**src/rtl/fpu_retire_pkg.sv**
```systemverilog
// Shared defaults and entry layout for the multiplier retire stage.
// Raise-bit indices of the multiplier's raise vector.
package fpu_retire_pkg;

  localparam int unsigned Lat    = 2;
  localparam int unsigned Depth  = 4;
  localparam int unsigned TagW   = 6;
  localparam int unsigned ResW   = 33;
  localparam int unsigned RaiseW = 11;

  localparam int unsigned ExcInexact = 0;
  localparam int unsigned ExcUnder   = 1;
  localparam int unsigned ExcOver    = 2;
  localparam int unsigned ExcDivZero = 3;
  localparam int unsigned ExcInvalid = 4;

  typedef struct packed {
    logic [ResW-1:0]   res;
    logic [TagW-1:0]   tag;
    logic [RaiseW-1:0] raise;
  } fifo_entry_t;

endpackage

```
**src/rtl/fpu_tag_delay.sv**
```systemverilog
// LAT-stage {vld, tag} shift register mirroring the multiplier pipeline depth.
module fpu_tag_delay #(
  parameter int unsigned LAT   = 2,
  parameter int unsigned TAG_W = 6
) (
  input  logic                       clk,
  input  logic                       rst,
  input  logic                       in_vld,
  input  logic [TAG_W-1:0]           in_tag,
  output logic                       cap,
  output logic [TAG_W-1:0]           cap_tag,
  output logic [$clog2(LAT+1)-1:0]   inflight
);

  localparam int unsigned IW = $clog2(LAT + 1);

  logic [LAT-1:0]   vld_q;
  logic [TAG_W-1:0] tag_q [LAT];

  always_ff @(posedge clk) begin
    if (rst) begin
      vld_q <= '0;
    end else begin
      vld_q[0] <= in_vld;
      for (int i = 1; i < int'(LAT); i++) begin
        vld_q[i] <= vld_q[i-1];
      end
    end
  end

  // Tags are qualified by vld, so they need no reset.
  always_ff @(posedge clk) begin
    tag_q[0] <= in_tag;
    for (int i = 1; i < int'(LAT); i++) begin
      tag_q[i] <= tag_q[i-1];
    end
  end

  always_comb begin
    inflight = '0;
    for (int i = 0; i < int'(LAT); i++) begin
      inflight = inflight + IW'(vld_q[i]);
    end
  end

  assign cap     = vld_q[LAT-1];
  assign cap_tag = tag_q[LAT-1];

endmodule

```
**src/rtl/fpumuls_retire.sv**
```systemverilog
// Retire stage for fpumuls: tag tracking, result FIFO with issue credit,
// writeback handshake and sticky exception flags.
module fpumuls_retire
  import fpu_retire_pkg::*;
#(
  parameter int unsigned LAT   = Lat,
  parameter int unsigned DEPTH = Depth,
  parameter int unsigned TAG_W = TagW
) (
  input  logic             clk,
  input  logic             rst,
  input  logic             iss_en,
  input  logic [TAG_W-1:0] iss_tag,
  output logic             iss_ok,
  input  logic [32:0]      mul_res,
  input  logic [10:0]      mul_raise,
  input  logic [10:0]      exc_mask,
  output logic             out_vld,
  input  logic             out_rdy,
  output logic [32:0]      out_res,
  output logic [TAG_W-1:0] out_tag,
  output logic [10:0]      out_raise,
  output logic             out_trap,
  output logic [10:0]      sticky,
  input  logic             sticky_clr,
  output logic             err_ovf
);

  localparam int unsigned CW = $clog2(DEPTH + 1);
  localparam int unsigned PW = $clog2(DEPTH);
  localparam int unsigned IW = $clog2(LAT + 1);
  localparam int unsigned SW = ((CW > IW) ? CW : IW) + 1;

  typedef struct packed {
    logic [32:0]      res;
    logic [TAG_W-1:0] tag;
    logic [10:0]      raise;
  } entry_t;

  // All state moves on the multiplier's active edge.
  logic clk_act;
`ifdef swapedge
  assign clk_act = clk;
`else
  assign clk_act = ~clk;
`endif

  entry_t           mem_q [DEPTH];
  entry_t           head;
  logic [PW-1:0]    rd_ptr_q, rd_ptr_d, wr_ptr_q, wr_ptr_d;
  logic [CW-1:0]    cnt_q, cnt_d;
  logic [10:0]      sticky_q, sticky_d;
  logic             err_q, err_d;
  logic             cap;
  logic [TAG_W-1:0] cap_tag;
  logic [IW-1:0]    inflight;
  logic [SW-1:0]    credit;
  logic             full, pop, push;

  fpu_tag_delay #(
    .LAT   (LAT),
    .TAG_W (TAG_W)
  ) u_tag_delay (
    .clk      (clk_act),
    .rst      (rst),
    .in_vld   (iss_en & iss_ok),
    .in_tag   (iss_tag),
    .cap      (cap),
    .cap_tag  (cap_tag),
    .inflight (inflight)
  );

  always_comb begin
    credit   = SW'(cnt_q) + SW'(inflight);
    iss_ok   = credit < SW'(DEPTH);
    out_vld  = cnt_q != '0;
    full     = cnt_q == CW'(DEPTH);
    pop      = out_vld & out_rdy;
    // A push at full only lands if the head leaves in the same cycle.
    push     = cap & (~full | pop);
    wr_ptr_d = push ? wr_ptr_q + PW'(1) : wr_ptr_q;
    rd_ptr_d = pop ? rd_ptr_q + PW'(1) : rd_ptr_q;
    cnt_d    = cnt_q + CW'(push) - CW'(pop);
    sticky_d = (sticky_clr ? 11'd0 : sticky_q) | (cap ? mul_raise : 11'd0);
    err_d    = err_q | (iss_en & ~iss_ok) | (cap & full & ~pop);
  end

  always_ff @(posedge clk_act) begin
    if (rst) begin
      rd_ptr_q <= '0;
      wr_ptr_q <= '0;
      cnt_q    <= '0;
      sticky_q <= '0;
      err_q    <= 1'b0;
    end else begin
      rd_ptr_q <= rd_ptr_d;
      wr_ptr_q <= wr_ptr_d;
      cnt_q    <= cnt_d;
      sticky_q <= sticky_d;
      err_q    <= err_d;
    end
  end

  always_ff @(posedge clk_act) begin
    if (!rst && push) begin
      mem_q[wr_ptr_q] <= '{res: mul_res, tag: cap_tag, raise: mul_raise};
    end
  end

  always_comb begin
    head      = mem_q[rd_ptr_q];
    out_res   = out_vld ? head.res : '0;
    out_tag   = out_vld ? head.tag : '0;
    out_raise = out_vld ? head.raise : '0;
    out_trap  = out_vld & |(head.raise & exc_mask);
    sticky    = sticky_q;
    err_ovf   = err_q;
  end

endmodule

```
**config.mk**
```make
export PLATFORM = sky130hd
export DESIGN_NAME = fpumuls_retire
export DESIGN_NICKNAME = d
export VERILOG_FILES = /design/src/rtl/fpu_retire_pkg.sv /design/src/rtl/fpu_tag_delay.sv /design/src/rtl/fpumuls_retire.sv
export SDC_FILE = /design/constraint.sdc
export NUM_CORES = 1
export LEC_CHECK = 0
export ABC_AREA = 0
export CAP_MARGIN = 20
export CORE_ASPECT_RATIO = 1.1
export CORE_MARGIN = 2
export CORE_UTILIZATION = 54
export CTS_CLUSTER_DIAMETER = 40
export CTS_CLUSTER_SIZE = 30
export DETAILED_ROUTE_END_ITERATION = 8
export HOLD_SLACK_MARGIN = 0.15
export PLACE_DENSITY = 0.9
export SYNTH_ARGS = -nofsm -noshare
export SYNTH_HDL_FRONTEND = slang
export SYNTH_SLANG_ARGS = --single-unit
```
**constraint.sdc**
```tcl
create_clock -name clk -period 3.4 [get_ports clk]
set_input_delay 0.68 -clock clk [delete_from_list [all_inputs] [get_ports clk]]
set_output_delay 0.68 -clock clk [all_outputs]
set_load 0.05 [all_outputs]
```
# Yosys cells after proc, flatten, opt, wreduce, memory -nomap -nowiden
# Memories as Yosys holds them, arrays and structs flattened. A register that Yosys moved wholly into a read port is not among the register bits.
# Index checks and enable logic that the tools add are counted.
# W data, S select, Z words.
[classes]
n_addsub = 6
order_cmp = 1
eq_ne = 1
n_mux = 9
n_bitwise = 15
reduce_logical = 4
[op_table]
columns = ["operator", "n"]
rows = [
  ["$mux W11", 3],
  ["$mux W33", 1],
  ["$and A11 B11 Y11", 1],
  ["$or A11 B11 Y11", 1],
  ["$reduce_or A11 Y1", 1],
  ["$and A1 B1 Y1", 7],
  ["$mux W6", 1],
  ["$add A2 B1 Y2 const B", 2],
  ["$add A3 B2 Y4", 1],
  ["$lt A4 B3 Y1 const B", 1],
  ["$mux W2", 2],
  ["$add A3 B1 Y3", 1],
  ["$eq A3 B3 Y1 const B", 1],
  ["$not A1 Y1", 3],
  ["$or A1 B1 Y1", 3],
  ["$reduce_bool A3 Y1", 1],
  ["$sub A3 B1 Y3", 1],
  ["$add A1 B1 Y2", 1],
  ["$mux W1", 2],
  ["$logic_and A1 B1 Y1", 1],
  ["$logic_not A1 Y1", 1],
]
[totals]
reg_bits = 21
ram_bits = 212
in_bits = 66
word_cells = 44
n_memories = 2
[memory_table]
columns = ["memory", "depth", "width", "read_ports", "rd_ports_with_merged_regs", "wr", "line_no", "text"]
rows = [
  ["mem_q", 4, 50, 1, 1, 1, "fpumuls_retire.sv:48", "entry_t mem_q [DEPTH];"],
  ["u_tag_delay.tag_q", 2, 6, 2, 0, 2, "fpu_tag_delay.sv:18", "logic [TAG_W-1:0] tag_q [LAT];"],
]

# Logic depth before layout (Yosys ltp)
# Gate-level depths: netlist of run 1.
[depth]
ltp_word = 7
depth_mapped = 10
depth_no_buf = 10

# Modules after synthesis
# From an unflattened synthesis of run 1, not the netlist that was laid out.
[unflattened]
cells_unflattened = 465
hier_area_um2 = 8912.3
[by_module_without_submodules]
columns = ["mod", "instances", "cells_per_inst", "area_per_inst_um2", "seq_area_each_um2"]
rows = [
  ["fpumuls_retire", 1, 442, 8562.0, 6426.2],
  ["fpu_tag_delay", 1, 23, 350.3, 280.3],
]

==> flow_summary.ini, run 1 <==
[timing]
hold_viol = 0
rsz0062_at_grt = true
fin_skew_ns = 0.0642
drv_slew = 0
worst_pin_slew_ns = 0.399
fin_ws_ns = -1.36
setup_violations = 66
slew_headroom = 0.734

[detailed_routing]
vias = 6122
viasPerCell = 5.48
drtIter0Drc = 488
first_pass_iters = 5
drcViolationCount = 0
drtAntennaViolNets = 0
wire_per_inst_um = 22.0
routed_wirelength_um = 24500

[min_path]
hp-start = u_tag_delay.tag_q[0][4]
min_path_type = reg2reg

[pwr]
p_seq_frac = 0.279
p_int_uw = 7000
p_switching_uw = 4820
power.share.combinational = 0.364
pwr-share-clk = 0.358
leakage_uw = 0.00561
p_per_area_nw_per_um2 = 881
swShare = 0.407
vdd_drop_max_v = 0.000739

[global_route]
grt-ovfl-total = 0
grt_max_degree = 26
grt_pass1_wl_um = 36200
grt_pass1_vias = 7145
track_usage = 0.270
antenna_found_initial = 0

[synth]
synth_cell_types = 39
synth_top_area_frac = 0.670
synth-edff-count = 200
syn_area_sq_um = 8960
yosysSeqAreaShare = 0.749
synth.most_common_cell = edfxtp_1
synth_top_area_cell = edfxtp_1
yosys_warnings = 0
synthCells = 468
synth-async-reset-ratio = 0
synthFlopType = edfxtp_1
ys_top_cells_by_count = edfxtp_1, and2_1, mux4_2
synthTopCellsByArea = edfxtp_1, mux4_2, dfxtp_1, and2_1, nor2_1
synth_seq_cells = 235
syn_nets = 543
syn_avg_cell_area_sq_um = 19.1

[floorplanning]
rows = 49
initial_utilization = 0.549
die_h_um = 139
core-area_sq_um = 16300
die_area_sq_um = 17600
io_pins = 131
die_x_um = 127

[placement]
place_inst = 825
io_buffers = 130
gp_congestion = 0.857
dp_hpwl_um = 12100

[clocking]
clk_latency_ns = 0.64
clock_path_buffers = 3
cts_buffers = 25
cts_tree = yes
htreeDepth = 1
cts_sinks = 235
ctsHoldBuffers = 0
cts.clk_slew.worst_paths_ns = 0.06
clockRootBuffer = clkbuf_16

[worst_setup_path]
arrival_ns = 4.08
reg2reg_depth = 12
crit_end = out_trap
cp.required_ns = 2.72
rrSetupSlack_ns = 1.00
r2r-start = cnt_q[1]
rr_endpoint = cnt_q[2]
crit_type = reg2out
start_kind = flop
endpoint_kind = primary output
crit_fanout = 6

[finish]
utilization = 0.823
multiInputGateArea_sq_um = 2480
n_fill_cell = 747
seqCellArea_sq_um = 6740
diodes = 0
drive_above_1_share = 0.352
area_delta_synth_final_pct = 49.8
nNetsFinal = 970
finalNonFillerCells = 1117

[outcome]
status = finished with violations
violations = setup timing

[run]
maxCapViolCount = 0
[layer usage]
metal  global-route usage  vias up  share of wire
met1                0.300     3009           0.36
li1                     -     2694              -
met2                0.453      329           0.53
met4                0.140        0          0.037
met5                    0        -              0
met3                0.105       90          0.072
[placed cells by master (no fill, tap or decap), drive strengths merged, types with 3 or more instances in the layout]
cell             n
inv            259
edfxtp         200
buf            123
clkdlybuf4s50   64
and2            48
mux4            43
dfxtp           35
nor2            29
clkbuf          25
a22oi           13
ha               8
mux2i            8
a211oi           7
nand2            7
mux2             7
clkinv           6
a21oi            5
o22ai            3
xnor2            3
[state kept, by name, indices dropped and copies added (netlist names), named ones only]
register / count
mem_q: 200
u_tag_delay.tag_q: 12
cnt_q: 3
err_ovf: 1
wr_ptr_q: 2
u_tag_delay.vld_q: 2
sticky: 11
rd_ptr_q: 2
[repair_timing]
item	CTS	global route
setup buffers	7	5
pin swaps	16	10
setup endpoints to repair	268	67
cloned	1	0
gates resized for setup	47	21
[critical path, stage by stage, from the launching register on]
cell     delay (ns)
dfxtp_4        0.38
buf_4          0.15
buf_4          0.13
mux2i_1        0.35
o22ai_1        0.21
nor2_1         0.17
o21a_1         0.18
a21oi_4        0.07
buf_6          0.16
[power groups by stage]
stage	Combinational (uW)	Sequential, uW	Clock (uW)
after detailed placement	3920	3330	412
after floorplan	2790	3330	412
after CTS	4160	3290	4190
final	4300	3300	4230
after global placement	3870	3330	412
after global routing	4430	3300	4580
[cells by family after synthesis]
logic type / count (synthesis) / synth area share
buffers and inverters: 34 / 0.0239
multiplexers: 58 / 0.126
XOR/XNOR: 4 / 0.00391
adder cells (fa/ha/maj): 9 / 0.0134
AO/OA/AOI/OAI: 34 / 0.0272
AND/OR/NAND/NOR: 94 / 0.0571
flip-flops: 235 / 0.749
[worst min path at each step]
stage | to | cells past startpoint | slack (ns)
after global placement | u_tag_delay.tag_q[0][11] | 0 | 0.31
after floorplan | u_tag_delay.tag_q[0][10] | 0 | 0.31
final | u_tag_delay.tag_q[0][10] | 0 | 0.31
after CTS | u_tag_delay.tag_q[0][10] | 0 | 0.30
after detailed placement | u_tag_delay.tag_q[0][6] | 0 | 0.32
after global routing | u_tag_delay.tag_q[0][10] | 0 | 0.31
[cell type report]
type	count	area share
inverter	11	0.00345
clock inverter	255	0.0858
tap	204	0.0190
clock buffer	25	0.0466
timing repair buffer	188	0.158
sequential	235	0.502
multi-input combinational	199	0.185
[stage by stage]
| stage | power, uW | instance area [sq um] | setup TNS (ns) | hold slack [ns] | setup WS, ns |
|---|---|---|---|---|---|
| final | 11800 | 13400 | -60.07 | 0.312 | -1.36 |
| after global routing | 12300 | 13400 | -64.10 | 0.306 | -1.40 |
| after CTS | 11600 | 13300 | -61.72 | 0.300 | -1.36 |
| after detailed placement | 7670 | 11300 | -182.56 | 0.318 | -1.15 |
| after global placement | 7600 | 11300 | -158.67 | 0.312 | -1.02 |
| after floorplan | 6530 | 9300 | -54.19 | 0.310 | -0.576 |
Note: power is estimated with default switching activity, not from simulation.
==> run 2: changes to the inputs <==
- CTS_CLUSTER_SIZE: 30 -> 20
- SYNTH_HIERARCHICAL: unset -> 1
==> flow_summary.ini, run 2 <==
[finish]
final_common_cell = inv_1
drive_above_1_share = 0.348
fin_area_sq_um = 13600
nNetsFinal = 973
multiInputGateArea_sq_um = 2340
area_delta_synth_final_pct = 52.7
diodes = 0
seqCellArea_sq_um = 6750
largest_register_ffs = 200
layout_common_cells = inv_1, edfxtp_1, clkdlybuf4s50_1, mux4_2, and2_4
utilization = 0.837
n_fill_cell = 675
top_register = mem_q

[pwr]
swShare = 0.389
p_seq_frac = 0.278
p_switching_uw = 4610
p_per_area_nw_per_um2 = 871
p_int_uw = 7240
vdd_drop_max_v = 0.000715
power.share.combinational = 0.370
pwr-share-clk = 0.353
leakage_uw = 0.00571

[synth]
synth_top_area_cell = edfxtp_1
syn_nets = 540
syn_avg_cell_area_sq_um = 19.2
syn_area_sq_um = 8910
synth-edff-count = 200
yosysSeqAreaShare = 0.752
synth_seq_cells = 235
synth-async-reset-ratio = 0
synth.most_common_cell = edfxtp_1
synthCells = 465
synth_top_area_frac = 0.674
synthTopCellsByArea = edfxtp_1, mux4_2, dfxtp_1, and2_1, ha_1
ys_top_cells_by_count = edfxtp_1, and2_1, mux4_2
synth_cell_types = 34
synthFlopType = edfxtp_1
yosys_warnings = 6

[floorplanning]
rows = 49
initial_utilization = 0.549
io_pins = 131
die_x_um = 126
core-area_sq_um = 16200
die_area_sq_um = 17500
die_h_um = 139

[placement]
io_buffers = 130
placed_area_sq_um = 11100
gp_congestion = 0.766
dp_hpwl_um = 12000

[clocking]
clk_latency_ns = 0.63
cts_sinks = 235
cts_tree = yes
cts.clk_slew.worst_paths_ns = 0.07
ctsHoldBuffers = 0
clock_path_buffers = 3
clockRootBuffer = clkbuf_16
cts_buffers = 25
htreeDepth = 1

[timing]
fin_skew_ns = 0.0585
fin_ws_ns = -1.44
drv_slew = 0
worst_pin_slew_ns = 0.397
hold_viol = 0
setup_violations = 67
rsz0062_at_grt = true
slew_headroom = 0.736

[min_path]
min_path_type = reg2reg

[detailed_routing]
viasPerCell = 5.40
drtIter0Drc = 462
vias = 6048
wire_per_inst_um = 21.5
drtAntennaViolNets = 0
first_pass_iters = 5
drcViolationCount = 0
routed_wirelength_um = 24100

[worst_setup_path]
crit_fanout = 6
start_kind = flop
crit_type = reg2out
endpoint_kind = primary output
worst_path_max_delay_cell = mux4_2
path_cells = mux4_2, a222oi_1, buf_4, a21oi_2, buf_6
cpPeakStageDelay_ns = 0.57
cp.required_ns = 2.72
arrival_ns = 4.16

[global_route]
grt_pass1_vias = 7134
grt_max_degree = 25
track_usage = 0.274
antenna_found_initial = 0
grt_pass1_wl_um = 36600
grt-ovfl-total = 0

[run]
maxCapViolCount = 0

[outcome]
status = finished with violations
violations = setup timing
-- run 2: power groups by stage --
| stage | combinational, uW | clock [uW] | sequential (uW) |
|---|---|---|---|
| CTS | 4250 | 4170 | 3290 |
| detailed placement | 3440 | 412 | 3330 |
| finish | 4380 | 4180 | 3290 |
| floorplan | 2390 | 412 | 3340 |
| global placement | 3370 | 412 | 3330 |
| global route | 4540 | 4540 | 3300 |
-- run 2: metrics by stage --
| stage | worst slack, ns | total power, uW | hold WS [ns] | TNS [ns] | instances |
|---|---|---|---|---|---|
| final | -1.44 | 11900 | 0.312 | -63.41 | 1121 |
| after global routing | -1.56 | 12400 | 0.319 | -67.33 | 1121 |
| after CTS | -1.36 | 11700 | 0.311 | -63.71 | 1118 |
| after detailed placement | -1.12 | 7190 | 0.312 | -202.63 | 821 |
| after global placement | -1.04 | 7110 | 0.313 | -190.53 | 821 |
| after floorplan | -0.569 | 6140 | 0.310 | -71.61 | 465 |
-- run 2: worst paths after layout --
path | from | end | slack [ns] | cells past startpoint
min reg2reg | u_tag_delay/tag_q[0][1] | u_tag_delay/tag_q[0][7] | 0.31 | 0
max reg2reg | cnt_q[2] | cnt_q[2] | 0.98 | 12
max | flop | out_trap | -1.44 | 5
min | u_tag_delay/tag_q[0][1] | u_tag_delay/tag_q[0][7] | 0.31 | 0
-- run 2: worst max-delay path, delay by kind of cell, from the launching register on --
family	cells	cell delay (ns)
buffers and inverters	2	0.37
multiplexers	1	0.57
flip-flops	1	0.42
AO/OA/AOI/OAI	2	0.50
-- run 2: area by class of cell --
cell class,instances,area share
clock inverters,256,0.0852
repair buffers,199,0.180
inverters,9,0.00267
well taps,204,0.0188
multi-input cells,193,0.172
flip-flops and latches,235,0.496
clock buffers,25,0.0460
-- run 2: logic make-up (layout without fill, tap and decap cells) --
group                    count (synthesis)  after routing  share of synthesized area
buffers and inverters                   37            489                     0.0208
AO/OA/AOI/OAI                           31             31                     0.0253
adder cells (fa/ha/maj)                  9              9                     0.0135
XOR/XNOR                                 5              5                    0.00491
multiplexers                            57             57                      0.127
AND/OR/NAND/NOR                         91             91                     0.0564
flip-flops                             235            235                      0.752
-- run 2: repair_timing --
action / 4_1_cts / 5_1_grt
setup endpoints to repair: 268 / 246
pin swaps: 32 / 12
resized for setup: 128 / 24
gates cloned: 4 / 1
buffers inserted: 14 / 7
-- run 2: per-layer routing --
metal	track usage	share of wire	routed length [um]
met5	0	0	0
met4	0.134	0.022	520
met3	0.0856	0.065	1560
met2	0.482	0.56	13400
met1	0.300	0.36	8590
